File: src/rtl/serial_twos_comp_mc_if.sv
// Bundle of the serial data, framing and status signals of the multi-channel
// bit-serial two's-complement negator. The bit clock and reset stay outside
// the bundle as plain ports.
interface serial_twos_comp_mc_if #(
    parameter int N_CH = 4
);
    logic            in_valid;
    logic            in_sof;
    logic [N_CH-1:0] x;
    logic [N_CH-1:0] neg;
    logic [N_CH-1:0] y;
    logic            out_valid;
    logic            out_sof;
    logic            out_eof;
    logic [N_CH-1:0] ovf;
    logic            framing_err;

    // Source side: drives bits and modes, observes results.
    modport master (
        output in_valid, in_sof, x, neg,
        input  y, out_valid, out_sof, out_eof, ovf, framing_err
    );

    // Negator side: consumes bits and modes, produces results.
    modport slave (
        input  in_valid, in_sof, x, neg,
        output y, out_valid, out_sof, out_eof, ovf, framing_err
    );
endinterface

File: src/rtl/serial_twos_comp_mc.sv
// Multi-channel bit-serial two's-complement negator.
// Words are W bits, LSB-first, and all channels share one bit counter and one
// framing. Per channel, bits are copied up to and including the first 1 and
// inverted afterwards when the word's latched mode requests negation.
// Negating the most-negative value is flagged on the last bit of the word.
// An in_sof arriving mid-word aborts the partial word and starts a new one.
module serial_twos_comp_mc #(
    parameter int N_CH  = 4,
    parameter int W     = 8,
    parameter int CNT_W = $clog2(W)
) (
    input  logic                  t_clock,
    input  logic                  r,
    serial_twos_comp_mc_if.slave  bus
);

    localparam logic [CNT_W-1:0] CNT_ZERO = {CNT_W{1'b0}};
    localparam logic [CNT_W-1:0] CNT_ONE  = CNT_W'(1);
    localparam logic [CNT_W-1:0] CNT_LAST = CNT_W'(W - 1);

    // Word state
    logic [CNT_W-1:0] cnt_r;
    logic [N_CH-1:0]  seen_r;
    logic [N_CH-1:0]  mode_r;

    // Registered outputs
    logic [N_CH-1:0]  y_r;
    logic             out_valid_r;
    logic             out_sof_r;
    logic             out_eof_r;
    logic [N_CH-1:0]  ovf_r;
    logic             framing_err_r;

    // Next-state terms for an accepted bit
    logic             is_bit0_s;
    logic             is_last_s;
    logic             resync_s;
    logic [N_CH-1:0]  mode_eff_s;
    logic [N_CH-1:0]  seen_eff_s;
    logic [N_CH-1:0]  y_nxt_s;
    logic [N_CH-1:0]  ovf_nxt_s;
    logic [N_CH-1:0]  seen_nxt_s;
    logic [CNT_W-1:0] cnt_nxt_s;

    // Decode bit position and compute per-channel results for the current bit.
    always_comb begin
        is_bit0_s  = (cnt_r == CNT_ZERO) || bus.in_sof;
        resync_s   = bus.in_sof && (cnt_r != CNT_ZERO);
        // A resync bit is bit 0 of the new word, never the tail of the old one.
        is_last_s  = (!is_bit0_s) && (cnt_r == CNT_LAST);
        mode_eff_s = mode_r;
        seen_eff_s = seen_r;
        if (is_bit0_s) begin
            mode_eff_s = bus.neg;
            seen_eff_s = {N_CH{1'b0}};
        end else begin
            mode_eff_s = mode_r;
            seen_eff_s = seen_r;
        end
        y_nxt_s    = bus.x ^ (mode_eff_s & seen_eff_s);
        ovf_nxt_s  = {N_CH{1'b0}};
        seen_nxt_s = seen_eff_s | bus.x;
        cnt_nxt_s  = cnt_r + CNT_ONE;
        if (is_last_s) begin
            // Input 100..0 under negation maps onto itself.
            ovf_nxt_s  = mode_eff_s & bus.x & ~seen_eff_s;
            seen_nxt_s = {N_CH{1'b0}};
            cnt_nxt_s  = CNT_ZERO;
        end else if (is_bit0_s) begin
            ovf_nxt_s  = {N_CH{1'b0}};
            seen_nxt_s = bus.x;
            cnt_nxt_s  = CNT_ONE;
        end else begin
            ovf_nxt_s  = {N_CH{1'b0}};
            seen_nxt_s = seen_eff_s | bus.x;
            cnt_nxt_s  = cnt_r + CNT_ONE;
        end
    end

    // Advance word state and register outputs on accepted bits; stalls hold state and y.
    always_ff @(posedge t_clock or negedge r) begin
        if (!r) begin
            cnt_r         <= CNT_ZERO;
            seen_r        <= {N_CH{1'b0}};
            mode_r        <= {N_CH{1'b0}};
            y_r           <= {N_CH{1'b0}};
            out_valid_r   <= 1'b0;
            out_sof_r     <= 1'b0;
            out_eof_r     <= 1'b0;
            ovf_r         <= {N_CH{1'b0}};
            framing_err_r <= 1'b0;
        end else if (bus.in_valid) begin
            cnt_r         <= cnt_nxt_s;
            seen_r        <= seen_nxt_s;
            mode_r        <= mode_eff_s;
            y_r           <= y_nxt_s;
            out_valid_r   <= 1'b1;
            out_sof_r     <= is_bit0_s;
            out_eof_r     <= is_last_s;
            ovf_r         <= ovf_nxt_s;
            framing_err_r <= resync_s;
        end else begin
            out_valid_r   <= 1'b0;
            out_sof_r     <= 1'b0;
            out_eof_r     <= 1'b0;
            ovf_r         <= {N_CH{1'b0}};
            framing_err_r <= 1'b0;
        end
    end

    assign bus.y           = y_r;
    assign bus.out_valid   = out_valid_r;
    assign bus.out_sof     = out_sof_r;
    assign bus.out_eof     = out_eof_r;
    assign bus.ovf         = ovf_r;
    assign bus.framing_err = framing_err_r;

endmodule

File: src/flat_wrapper.sv
// flat-port wrapper written by rule: the top's interface ports become plain ports
module serial_twos_comp_mc_flat 
#(
    parameter int N_CH  = 4,
    parameter int W     = 8,
    parameter int CNT_W = $clog2(W)
)
  (t_clock, r, bus_in_valid, bus_in_sof, bus_x, bus_neg, bus_y, bus_out_valid, bus_out_sof, bus_out_eof, bus_ovf, bus_framing_err);
  serial_twos_comp_mc_if #(.N_CH(N_CH)) bus_i ();
  input  logic t_clock;
  input  logic r;
  input wire logic [$bits(bus_i.in_valid)-1:0] bus_in_valid;
  input wire logic [$bits(bus_i.in_sof)-1:0] bus_in_sof;
  input wire logic [$bits(bus_i.x)-1:0] bus_x;
  input wire logic [$bits(bus_i.neg)-1:0] bus_neg;
  output wire logic [$bits(bus_i.y)-1:0] bus_y;
  output wire logic [$bits(bus_i.out_valid)-1:0] bus_out_valid;
  output wire logic [$bits(bus_i.out_sof)-1:0] bus_out_sof;
  output wire logic [$bits(bus_i.out_eof)-1:0] bus_out_eof;
  output wire logic [$bits(bus_i.ovf)-1:0] bus_ovf;
  output wire logic [$bits(bus_i.framing_err)-1:0] bus_framing_err;
  assign bus_i.in_valid = bus_in_valid;
  assign bus_i.in_sof = bus_in_sof;
  assign bus_i.x = bus_x;
  assign bus_i.neg = bus_neg;
  assign bus_y = bus_i.y;
  assign bus_out_valid = bus_i.out_valid;
  assign bus_out_sof = bus_i.out_sof;
  assign bus_out_eof = bus_i.out_eof;
  assign bus_ovf = bus_i.ovf;
  assign bus_framing_err = bus_i.framing_err;
  serial_twos_comp_mc #(.N_CH(N_CH), .W(W), .CNT_W(CNT_W)) u_core (.t_clock(t_clock), .r(r), .bus(bus_i));
endmodule
File: config.mk
export PLATFORM = sky130hd
export DESIGN_NAME = serial_twos_comp_mc_flat
export DESIGN_NICKNAME = d
export VERILOG_FILES = /design/src/rtl/serial_twos_comp_mc_if.sv /design/src/rtl/serial_twos_comp_mc.sv /design/src/flat_wrapper.sv
export SDC_FILE = /design/constraint.sdc
export NUM_CORES = 1
export LEC_CHECK = 0
export ABC_CLOCK_PERIOD_IN_PS = 4019
export CAP_MARGIN = 0
export CELL_PAD_IN_SITES_DETAIL_PLACEMENT = 1
export CELL_PAD_IN_SITES_GLOBAL_PLACEMENT = 1
export CORE_MARGIN = 2
export CORE_UTILIZATION = 41
export CTS_CLUSTER_SIZE = 25
export DETAILED_ROUTE_END_ITERATION = 12
export PLACE_DENSITY = 0.9
export SLEW_MARGIN = 15
export SYNTH_ARGS = -nofsm -noshare
export SYNTH_HDL_FRONTEND = slang
export SYNTH_SLANG_ARGS = --single-unit
File: constraint.sdc
create_clock -name t_clock -period 4.02 [get_ports t_clock]
set_input_delay 0.804 -clock t_clock [delete_from_list [all_inputs] [get_ports t_clock]]
set_output_delay 0.804 -clock t_clock [all_outputs]
set_load 0.05 [all_outputs]
-- Word level (Yosys, flattened, before mapping)
Index checks and enable logic that the tools add are counted.
- add/sub/neg operators: 1
- multipliers: 0
- div/mod/pow operators: 0
- magnitude comparators: 0
- eq/ne operators: 1
- shift operators: 0
- mux-type cells: 12
- bitwise gates (word level): 6
- reductions and logical operators: 6
- operator list (kind ; number):
    4-bit two-way mux ; 6
    4-bit AND ; 3
    3-bit two-way mux ; 2
    1-bit two-way mux ; 4
    4-bit NOT ; 1
    4-bit OR ; 1
    4-bit bitwise XOR ; 1
    3-bit by 1-bit adder with 3-bit output (second input constant) ; 1
    3-bit == test (second input constant) ; 1
    3-bit zero test ; 1
    3-bit nonzero test ; 1
    1-bit logical AND ; 2
    1-bit zero test ; 1
    1-bit logical OR ; 1
- register bits after elaboration: 23
- bits in latches: 0
- RAM bits: 0
- ROM bits: 0
- logic and storage cells: 35
- memories kept: 0

-- Depth between registers and ports, before layout
Gate-level depths: netlist (run 1).
- word-level depth: 7
- depth in mapped cells: 7

-- Worst setup path after synthesis (run 1)
No wires, ideal clock.
- kind: input to register
- start: in bus_in_sof
- end: reg u_core.mode_r[0]
- data arrival time: 1.612 ns
- required time: 3.895 ns
- setup slack: 2.283 ns
- cell stages on the path: 3
- buffers on the path: 1
- cell sequence: buf_2 -> o21ai_1 -> mux2_2
- cells in the longest elaborated chain, start to end: 2
- RTL lines (what ; line ; RTL):
    start, declared ; flat_wrapper.sv:13 ; input wire logic [$bits(bus_i.in_sof)-1:0] bus_in_sof;
    1-bit logical OR ; serial_twos_comp_mc.sv:47 ; is_bit0_s = (cnt_r == CNT_ZERO) || bus.in_sof;
    4-bit two-way mux ; serial_twos_comp_mc.sv:53 ; if (is_bit0_s) begin
    end signal, assigned ; serial_twos_comp_mc.sv:85 ; mode_r <= {N_CH{1'b0}};
    end signal, assigned ; serial_twos_comp_mc.sv:95 ; mode_r <= mode_eff_s;
    end, declared ; serial_twos_comp_mc.sv:24 ; logic [N_CH-1:0] mode_r;
No other way between the ends.
A chain may end at the register's enable or synchronous reset.

-- Worst setup path in the final report (run 1)
- start: reg u_core.y_r[3] (netlist: u_core.bus.y[3])
- end: out bus_y[3]
- RTL lines (what ; line ; RTL):
    start, declared ; serial_twos_comp_mc.sv:27 ; logic [N_CH-1:0] y_r;
    start signal, assigned ; serial_twos_comp_mc.sv:86 ; y_r <= {N_CH{1'b0}};
    start signal, assigned ; serial_twos_comp_mc.sv:96 ; y_r <= y_nxt_s;
    end, declared ; flat_wrapper.sv:16 ; output wire logic [$bits(bus_i.y)-1:0] bus_y;
No word-level cell between the ends.

==> results by group, run 1 <==
Place
  – Count of input and output buffers: 23
  – Post-Place Worst Slack: between 1000 and 1500 ps
  – Final GP Congestion: roughly 0.74
  – Cell count after placement: around 150
  – Estimated wirelength of the detail-placed design: around 2.3 mm
  – Post-detailed-placement cell area: around 1400 sq um

Layout
  – Share of the core filled with cells: a little under three fifths
  – Share of final-layout standard cells stronger than drive strength 1: roughly a tenth
  – Area growth from synthesis to layout: 24.5%
  – Final net count: 141
  – Design area: 1390 sq um
  – Post-route non-filler standard cell count: approximately 160
  – Count of inserted antenna diode cells: 0

Setup path
  – Biggest fanout along the worst timing path: 2
  – Startpoint-to-endpoint class of the critical path: reg -> out
  – Path length in cells of the critical path: 1
  – Slowest Stage Delay on Critical Path: slightly above 800 ps
  – Req. time, crit path: 3220 ps
  – Number of cell instances on the worst register-to-register path: 6
  – Endpoint kind of the worst setup timing path: output port
  – Data arrival, critical path: about 1500 ps
  – Slowest cell on the critical path: sky130_fd_sc_hd__clkdlybuf4s50_1
  – Critical path's top delay family: buffers and inverters
  – Bufs and invs on worst path: 1
  – Critical path startpoint category: register
  – Crit path cell chain: clkdlybuf4s50_1

GRT
  – Sum of overflow across all layers after global routing: 0
  – First-pass GRT wire length: around 5.2 mm
  – Largest net degree at the start of global routing: 24
  – All-Layer GR Usage: between 20% and 30%
  – Via count of the first global-routing pass: approximately 1,000
  – Initial antenna violation count: 0

Timing
  – Fin Clk Skew: approximately 12 ps
  – Total negative slack: 0 ps
  – Unrepaired setup endpoints after global routing: no
  – Period utilization: ~58%
  – Number of failing setup endpoints in the final timing report: 0
  – Worst slew margin relative to its limit: around 30%
  – Hold Vio Cnt, Final: 0
  – Worst Tran Pin Value: approximately 1000 ps
  – Max Freq: 430 MHz
  – Setup WS post-layout: around 1700 ps
  – Final-report max-slew violation count: 0
  – Hold_ws: ~560 ps
  – Min Tclk post-route: roughly 2300 ps

Drt
  – Initial detailed-routing violation count: 21
  – First-pass iteration count of the detailed router: 4
  – # DRC: 0
  – Remaining antenna violation count: 0
  – Wirelength, routed: slightly above 3 mm
  – Vias: approximately 920
  – Avg Vias per Cell: 5.94
  – Average detailed-routed wire length per instance: between 15 and 20 microns

Power and ir drop
  – Pint: ~0.36 mW
  – Design Power: 0.548 mW
  – Switching power summed over all nets: between 0.15 and 0.2 mW
  – Maximum vdd drop: 225 uV
  – Clock power share: approximately a fifth
  – Combinational Power Share: ~28%
  – Leak pwr: just under 0.6 nW
  – PD cells: between 300 and 400 nW/um^2
  – Sequential fraction of design power: 51.1%
  – Switching part of the total power: about a third

Logic synthesis
  – Library cell occupying the most area in the post-synthesis netlist: sky130_fd_sc_hd__dfrtp_1
  – Most instantiated flip-flop cell in the synthesis netlist: sky130_fd_sc_hd__dfrtp_1
  – Number of enable flip-flop cells after synthesis: 0
  – Per-instance average area after synthesis: roughly 11 sq um
  – Synth area leaders: sky130_fd_sc_hd__dfrtp_1 52%, sky130_fd_sc_hd__mux2_2 4.0%, sky130_fd_sc_hd__a221o_1 3.6%, sky130_fd_sc_hd__or4b_1 3.6%, sky130_fd_sc_hd__ha_1 3.4%
  – Synth warn: 0
  – FF+latch count, synth: 23
  – Most common cell in the netlist: sky130_fd_sc_hd__dfrtp_1
  – Gate count of the mapped netlist: roughly 100
  – Post-Synthesis Cell Area: between 1000 and 1500 sq um
  – Post-synthesis async set-or-reset flop share: 100%
  – Sequential cell area fraction in the yosys report: 51.5%
  – Commonest cells in the synthesized netlist: 23 x sky130_fd_sc_hd__dfrtp_1, 6 x sky130_fd_sc_hd__nor2_1, 6 x sky130_fd_sc_hd__nor2b_1
  – Post-synth net total: between 100 and 150
  – Number of distinct library cells after synthesis: 25
  – Post-synth top area share: a little over 50%

Clock tree
  – Worst-skew pair later-pin latency: ~330 ps
  – Clock-pin slew on the worst setup and hold paths: around 140 ps
  – TritonCTS buffer count: 3
  – Clock buffer depth: 2
  – CTS root buf: sky130_fd_sc_hd__clkbuf_4
  – Gates resized, CTS repair: 0
  – Clock sink count: 23
  – Hold bufs inserted after CTS: 0
  – Post CTS Setup Buffer Count: 0
  – Number of levels the H-tree was split into: 1
  – Clock tree from TritonCTS: done

Floorplan
  – Core Rows: 18
  – Die X-Extent: between 50 and 60 microns
  – Ports: 24
  – Core region area: ~2500 sq um
  – Initial cell density of the core: between 40 and 50%
  – Vertical die dimension: approximately 56 microns
  – Die area: approximately 3200 sq um

Run status
  – Result of the run: finished clean

Min path
  – Hold path cells: 1
  – Hold WC Path Type: reg -> reg

Job
  – Reported max-cap violation count: 0
worst register-to-register path, stage by stage, from the launching register on:
cell	delay, ps
sky130_fd_sc_hd__dfrtp_1	410
sky130_fd_sc_hd__inv_1	70
sky130_fd_sc_hd__ha_1	210
sky130_fd_sc_hd__nor2b_1	160
sky130_fd_sc_hd__buf_4	200
sky130_fd_sc_hd__o21ai_1	360
sky130_fd_sc_hd__mux2_2	390
final timing paths:
kind	from	endpoint	slack, ps
worst min-delay path	u_core.mode_r[3]	u_core.mode_r[3]	560
worst max register to register	u_core.cnt_r[0]	u_core.mode_r[2]	2120
min in group asynchronous	r	u_core.cnt_r[2]	1030
worst min register to register	u_core.mode_r[3]	u_core.mode_r[3]	560
max in group asynchronous	r	u_core.bus.framing_err	2360
worst max-delay path	u_core.bus.y[3]	bus_y[3]	1690
sequential cells by signal (all words and copies together) (netlist names):
name and count:
u_core.bus.out_sof 1, u_core.seen_r 4, u_core.mode_r 4, u_core.cnt_r 3
u_core.bus.y 4, u_core.bus.ovf 4, u_core.bus.out_valid 1, u_core.bus.out_eof 1
u_core.bus.framing_err 1
logic make-up (layout without fill, tap and decap cells):
kind of cell	Yosys count	after routing	share of synthesized area, %
AO/OA/AOI/OAI	25	25	15.2
adder cells (fa/ha/maj)	3	3	3.36
multiplexers	4	4	4.03
buffers and inverters	10	32	4.25
flip-flops	23	23	51.5
AND/OR/NAND/NOR	38	38	21.6
layer usage:
| metal | vias to the layer above | routed length, microns | global-route usage, % |
|---|---|---|---|
| met5 | - | 0 | 0 |
| met1 | 461 | 1280 | 26.8 |
| li1 | 422 | - | - |
| met3 | 10 | 102 | 2.33 |
| met2 | 28 | 1590 | 37.1 |
| met4 | 0 | 97 | 11.2 |
layout make-up:
cell class                      count  area (sq um)
Clock buffer                        3          22.5
Tap cell                           30          37.5
Fill cell                         286          1130
Sequential cell                    23           576
Multi-Input combinational cell     70           494
Inverter                            3          11.3
Timing Repair Buffer               25           245
Clock inverter                      1          5.00
cells in the final DEF (no fill, tap or decap), drive strengths merged, types with 2 or more instances in the layout:
cell type      instances
and2                   4
and3                   2
nor2b                  6
a21oi                  4
buf                    2
o21ai                  6
or4                    4
nand2                  5
a31oi                  4
inv                    3
o31ai                  5
mux2                   4
dfrtp                 23
nand4                  4
or4b                   4
clkdlybuf4s50         23
nor2                   6
a221o                  4
ha                     3
a31o                   2
clkbuf                 3
power by group through the flow:
stage / Clock, mW / Sequential, mW / Combinational (mW)
2_1_floorplan: 0 / 0.304 / 0.0761
3_3_place_gp: 0 / 0.281 / 0.144
3_5_place_dp: 0 / 0.284 / 0.154
4_1_cts: 0.115 / 0.280 / 0.155
5_1_grt: 0.128 / 0.284 / 0.167
6_report: 0.114 / 0.280 / 0.154
(Power assumes the default switching activity.)
==> inputs of run 2 (changes only) <==
--- a/config.mk
+++ b/config.mk
@@ -5,15 +5,15 @@
 export SDC_FILE = /design/constraint.sdc
 export NUM_CORES = 1
 export LEC_CHECK = 0
-export ABC_CLOCK_PERIOD_IN_PS = 4019
+export ABC_CLOCK_PERIOD_IN_PS = 2000
 export CAP_MARGIN = 0
 export CELL_PAD_IN_SITES_DETAIL_PLACEMENT = 1
 export CELL_PAD_IN_SITES_GLOBAL_PLACEMENT = 1
 export CORE_MARGIN = 2
-export CORE_UTILIZATION = 41
+export CORE_UTILIZATION = 34
 export CTS_CLUSTER_SIZE = 25
 export DETAILED_ROUTE_END_ITERATION = 12
-export PLACE_DENSITY = 0.9
+export PLACE_DENSITY = 0.81
 export SLEW_MARGIN = 15
 export SYNTH_ARGS = -nofsm -noshare
 export SYNTH_HDL_FRONTEND = slang
==> constraint.sdc (replaced) <==
create_clock -name t_clock -period 2 [get_ports t_clock]
set_input_delay 0.4 -clock t_clock [delete_from_list [all_inputs] [get_ports t_clock]]
set_output_delay 0.4 -clock t_clock [all_outputs]
set_load 0.05 [all_outputs]
==> results by group, run 2 (synthesis results as in run 1) <==
Drt
  – Vias: 912
  – Wirelength, routed: roughly 2.6 mm
  – Remaining antenna violation count: 0
  – Avg Vias per Cell: around 5.2
  – Average detailed-routed wire length per instance: 15.0 microns
  – Initial detailed-routing violation count: 25
  – First-pass iteration count of the detailed router: 3
  – # DRC: 0

Setup path
  – Slowest cell on the critical path: sky130_fd_sc_hd__clkdlybuf4s50_1
  – Number of cell instances on the worst register-to-register path: 6
  – RR Endpoint: u_core.bus.y[1]
  – Bufs and invs on worst path: 1
  – Data arrival, critical path: approximately 1500 ps
  – Critical path's top delay family: buffers and inverters
  – R2R Path Start: u_core.cnt_r[0]
  – Startpoint-to-endpoint class of the critical path: reg -> out
  – Reg2Reg Setup Slack: 240 ps
  – Endpoint kind of the worst setup timing path: output port
  – Start point of the critical path: u_core.bus.y[3]
  – Critical path startpoint category: register
  – Crit path cell chain: clkdlybuf4s50_1
  – Slowest Stage Delay on Critical Path: roughly 800 ps
  – Biggest fanout along the worst timing path: 2
  – Req. time, crit path: 1600 ps

Timing
  – Unrepaired setup endpoints after global routing: no
  – Worst Tran Pin Value: ~500 ps
  – Period utilization: between 90% and 100%
  – Fin Clk Skew: 1.93 ps
  – Final-report max-slew violation count: 0
  – Max Freq: between 500 and 600 MHz
  – Number of failing setup endpoints in the final timing report: 0
  – Total negative slack: 0 ps
  – Min Tclk post-route: 1900 ps
  – Worst slew margin relative to its limit: 66.5%
  – Hold Vio Cnt, Final: 0

Clock tree
  – Number of levels the H-tree was split into: 1
  – CTS root buf: sky130_fd_sc_hd__clkbuf_4
  – Clock sink count: 23
  – TritonCTS buffer count: 3
  – Worst-skew pair later-pin latency: around 320 ps
  – Clock tree from TritonCTS: done
  – Hold bufs inserted after CTS: 0
  – Clock buffer depth: 2
  – Post CTS Setup Buffer Count: 0
  – Gates resized, CTS repair: 0
  – Clock-pin slew on the worst setup and hold paths: 130 ps

Floorplan
  – Initial cell density of the core: 36.3%
  – Die area: 3760 sq um
  – Die X-Extent: 61.3 microns
  – Core region area: 3080 sq um
  – Core Rows: 20
  – Ports: 24
  – Vertical die dimension: between 60 and 70 microns

GRT
  – Sum of overflow across all layers after global routing: 0
  – Via count of the first global-routing pass: 967
  – All-Layer GR Usage: about 16%
  – First-pass GRT wire length: 4.42 mm
  – Initial antenna violation count: 0
  – Largest net degree at the start of global routing: 24

Layout
  – Share of the core filled with cells: 47.6%
  – Share of final-layout standard cells stronger than drive strength 1: between 10% and 20%
  – Count of inserted antenna diode cells: 0
  – Area growth from synthesis to layout: 31.1%
  – Final net count: 147
  – Top library cells by usage in the layout, fill and taps aside: 23 x sky130_fd_sc_hd__clkdlybuf4s50_1, 23 x sky130_fd_sc_hd__dfrtp_1, 7 x sky130_fd_sc_hd__buf_4, 6 x sky130_fd_sc_hd__nor2b_1, 6 x sky130_fd_sc_hd__nor2_1

Power and ir drop
  – Leak pwr: approximately 0.6 nW
  – PD cells: 749 nW/um^2
  – Maximum vdd drop: about 350 uV

Run status
  – Result of the run: finished clean

Place
  – Count of input and output buffers: 23
  – Final GP Congestion: 0.749
  – Estimated wirelength of the detail-placed design: 1.97 mm

Job
  – Reported max-cap violation count: 0

Min path
  – Hold WC Path Type: in -> async
-- run 2: stage by stage --
step	instance area (sq um)	hold WS, ps	setup slack [ps]	cells	total power, mW
final	1470	428	99.1	175	1.10
after global routing	1470	428	37.5	175	1.17
after CTS	1470	437	95.0	175	1.10
after detailed placement	1440	526	149	171	0.887
after global placement	1440	509	209	171	0.867
after floorplan	1120	104	400	103	0.764
-- run 2: power by group --
part	internal [mW]	switching, mW
Sequential	0.518	0.0380
Clock	0.0781	0.145
Combinational	0.137	0.181
-- run 2: layout make-up --
class	instances	area, sq um
multi-input combinational	70	494
fill	348	1610
sequential	23	576
tap	44	55.1
inverter	3	11.3
clock buffer	4	26.3
timing repair buffer	31	303
-- run 2: worst max-delay path by stage --
stage,cells after the start,slack [ps],end
finish,1,100,bus_y[3]
global route,1,40,bus_y[2]
detailed placement,4,150,u_core.bus.y[0]
CTS,1,90,bus_y[3]
floorplan,6,400,u_core.mode_r[0]
global placement,4,210,u_core.bus.y[3]
-- run 2: per-layer routing --
metal  vias up  routed length [microns]  track usage, %
met5         -                        0               0
met4         0                       51            7.76
met3         5                       79            1.47
met2        19                     1280            27.1
met1       451                     1210            20.5
li1        437                        -               -
==> inputs of run 3 (changes only) <==
--- a/config.mk
+++ b/config.mk
@@ -13,7 +13,7 @@
 export CORE_UTILIZATION = 34
 export CTS_CLUSTER_SIZE = 25
 export DETAILED_ROUTE_END_ITERATION = 12
-export PLACE_DENSITY = 0.81
+export PLACE_DENSITY = 0.83
 export SLEW_MARGIN = 15
 export SYNTH_ARGS = -nofsm -noshare
 export SYNTH_HDL_FRONTEND = slang
==> results by group, run 3 (synthesis results as in run 1) <==
Job
  – Reported max-cap violation count: 0

Drt
  – Routed wl met3: 71 microns
  – First-pass iteration count of the detailed router: 4
  – Initial detailed-routing violation count: 19
  – Detail Route met2 WL: around 1.4 mm
  – Wirelength, routed: 2.83 mm
  – Avg Vias per Cell: 5.30
  – Average detailed-routed wire length per instance: roughly 16 microns
  – # DRC: 0
  – Remaining antenna violation count: 0
  – Vias: just over 900
  – Routed met1 length: about 1.3 mm
  – Highest signal layer in the routed design: met4

Clock tree
  – Clock-pin slew on the worst setup and hold paths: ~130 ps
  – Gates resized, CTS repair: 0
  – Number of levels the H-tree was split into: 1
  – Post CTS Setup Buffer Count: 0
  – TritonCTS buffer count: 3
  – Clock buffer depth: 2
  – Clock tree from TritonCTS: done
  – Clock sink count: 23
  – Hold bufs inserted after CTS: 0
  – CTS root buf: sky130_fd_sc_hd__clkbuf_4
  – Worst-skew pair later-pin latency: roughly 320 ps

GRT
  – Sum of overflow across all layers after global routing: 0
  – First-pass GRT wire length: 4.71 mm
  – Largest net degree at the start of global routing: 24
  – Via count of the first global-routing pass: approximately 950
  – Initial antenna violation count: 0
  – All-Layer GR Usage: 17.2%

Layout
  – Count of inserted antenna diode cells: 0
  – Final-layout fill cell count: between 300 and 400
  – Share of final-layout standard cells stronger than drive strength 1: between 15 and 20%
  – Top library cells by usage in the layout, fill and taps aside: 23 x sky130_fd_sc_hd__clkdlybuf4s50_1, 23 x sky130_fd_sc_hd__dfrtp_1, 9 x sky130_fd_sc_hd__buf_4, 6 x sky130_fd_sc_hd__nor2b_1, 6 x sky130_fd_sc_hd__nor2_1
  – Footprint of the multi-input gates: slightly below 500 sq um
  – Post-route non-filler standard cell count: ~180
  – Final net count: about 150
  – Area growth from synthesis to layout: 30.8%
  – Register cell area after layout: 576 sq um

Place
  – Cell count after placement: 172
  – Count of input and output buffers: 23
  – Final GP Congestion: 0.737
  – Estimated wirelength of the detail-placed design: approximately 2.1 mm

Setup path
  – Data arrival, critical path: roughly 1500 ps
  – Endpoint kind of the worst setup timing path: output port
  – Slowest Stage Delay on Critical Path: between 800 and 900 ps
  – Bufs and invs on worst path: 1
  – Critical path's top delay family: buffers and inverters
  – Crit path cell chain: clkdlybuf4s50_1
  – Startpoint-to-endpoint class of the critical path: reg -> out
  – Critical path startpoint category: register
  – Slowest cell on the critical path: sky130_fd_sc_hd__clkdlybuf4s50_1
  – Biggest fanout along the worst timing path: 2
  – Req. time, crit path: roughly 1600 ps

Timing
  – Unrepaired setup endpoints after global routing: no
  – Hold_ws: between 400 and 500 ps
  – Max Freq: between 500 and 600 MHz
  – Final-report max-slew violation count: 0
  – Fin Clk Skew: ~2.9 ps
  – Worst slew margin relative to its limit: 66.3%
  – Hold Vio Cnt, Final: 0
  – Worst Tran Pin Value: between 500 and 600 ps
  – Period utilization: a little over nine tenths
  – Number of failing setup endpoints in the final timing report: 0
  – Min Tclk post-route: 1910 ps
  – Total negative slack: 0 ps

Run status
  – Result of the run: finished clean

Floorplan
  – Vertical die dimension: just over 60 microns
  – Die X-Extent: just over 60 microns
  – Initial cell density of the core: a little over a third
  – Ports: 24
  – Core Rows: 20
  – Die area: around 3800 sq um
  – Core region area: 3080 sq um

Power and ir drop
  – PD cells: 753 nW/um^2
  – Leak pwr: 0.615 nW
  – Maximum vdd drop: around 250 uV

Min path
  – Hold WC Path Type: in -> async
-- run 3: cell count changes in the layout (fill, tap and decap cells not counted), sizes merged --
cell,before,now
clkbuf,4,3
buf,8,9
clkinv,0,1
-- run 3: layout make-up --
class	instances	area share, %
clock buffers	3	1.54
clock inverters	1	0.342
inverters	3	0.771
multi-input cells	70	33.8
flip-flops and latches	23	39.4
well taps	44	3.77
repair buffers	32	20.4
-- run 3: path summary, 6_finish.rpt --
kind	startpoint	endpoint	slack [ps]	cells past startpoint
max	u_core.bus.y[3]	bus_y[3]	90	1
max in group asynchronous	r	u_core.mode_r[0]	1360	2
min reg2reg	u_core.mode_r[1]	u_core.mode_r[1]	550	1
min in group t_clock	u_core.mode_r[1]	u_core.mode_r[1]	550	1
min	r	u_core.bus.ovf[0]	420	2
max reg2reg	u_core.cnt_r[0]	u_core.mode_r[2]	220	7
-- run 3: layer usage --
metal	track usage [%]	vias to the layer above
li1	-	438
met1	23.4	472
met2	27.8	17
met3	1.89	5
met4	7.45	0
met5	0	-
-- run 3: metrics by stage --
step	power (mW)	util (%)	area, sq um	worst slack (ps)
final	1.10	47.5	1460	89.8
after global routing	1.16	47.5	1460	45.1
after CTS	1.11	47.5	1460	78.2
after detailed placement	0.889	46.6	1430	69.0
after global placement	0.867	46.6	1430	119
after floorplan	0.764	-	1120	400
-- run 3: where the power goes --
part,switching [mW],leakage [nW],internal (mW)
combinational,0.184,0.314,0.136
sequential,0.0417,0.282,0.518
clock,0.145,0.0177,0.0749
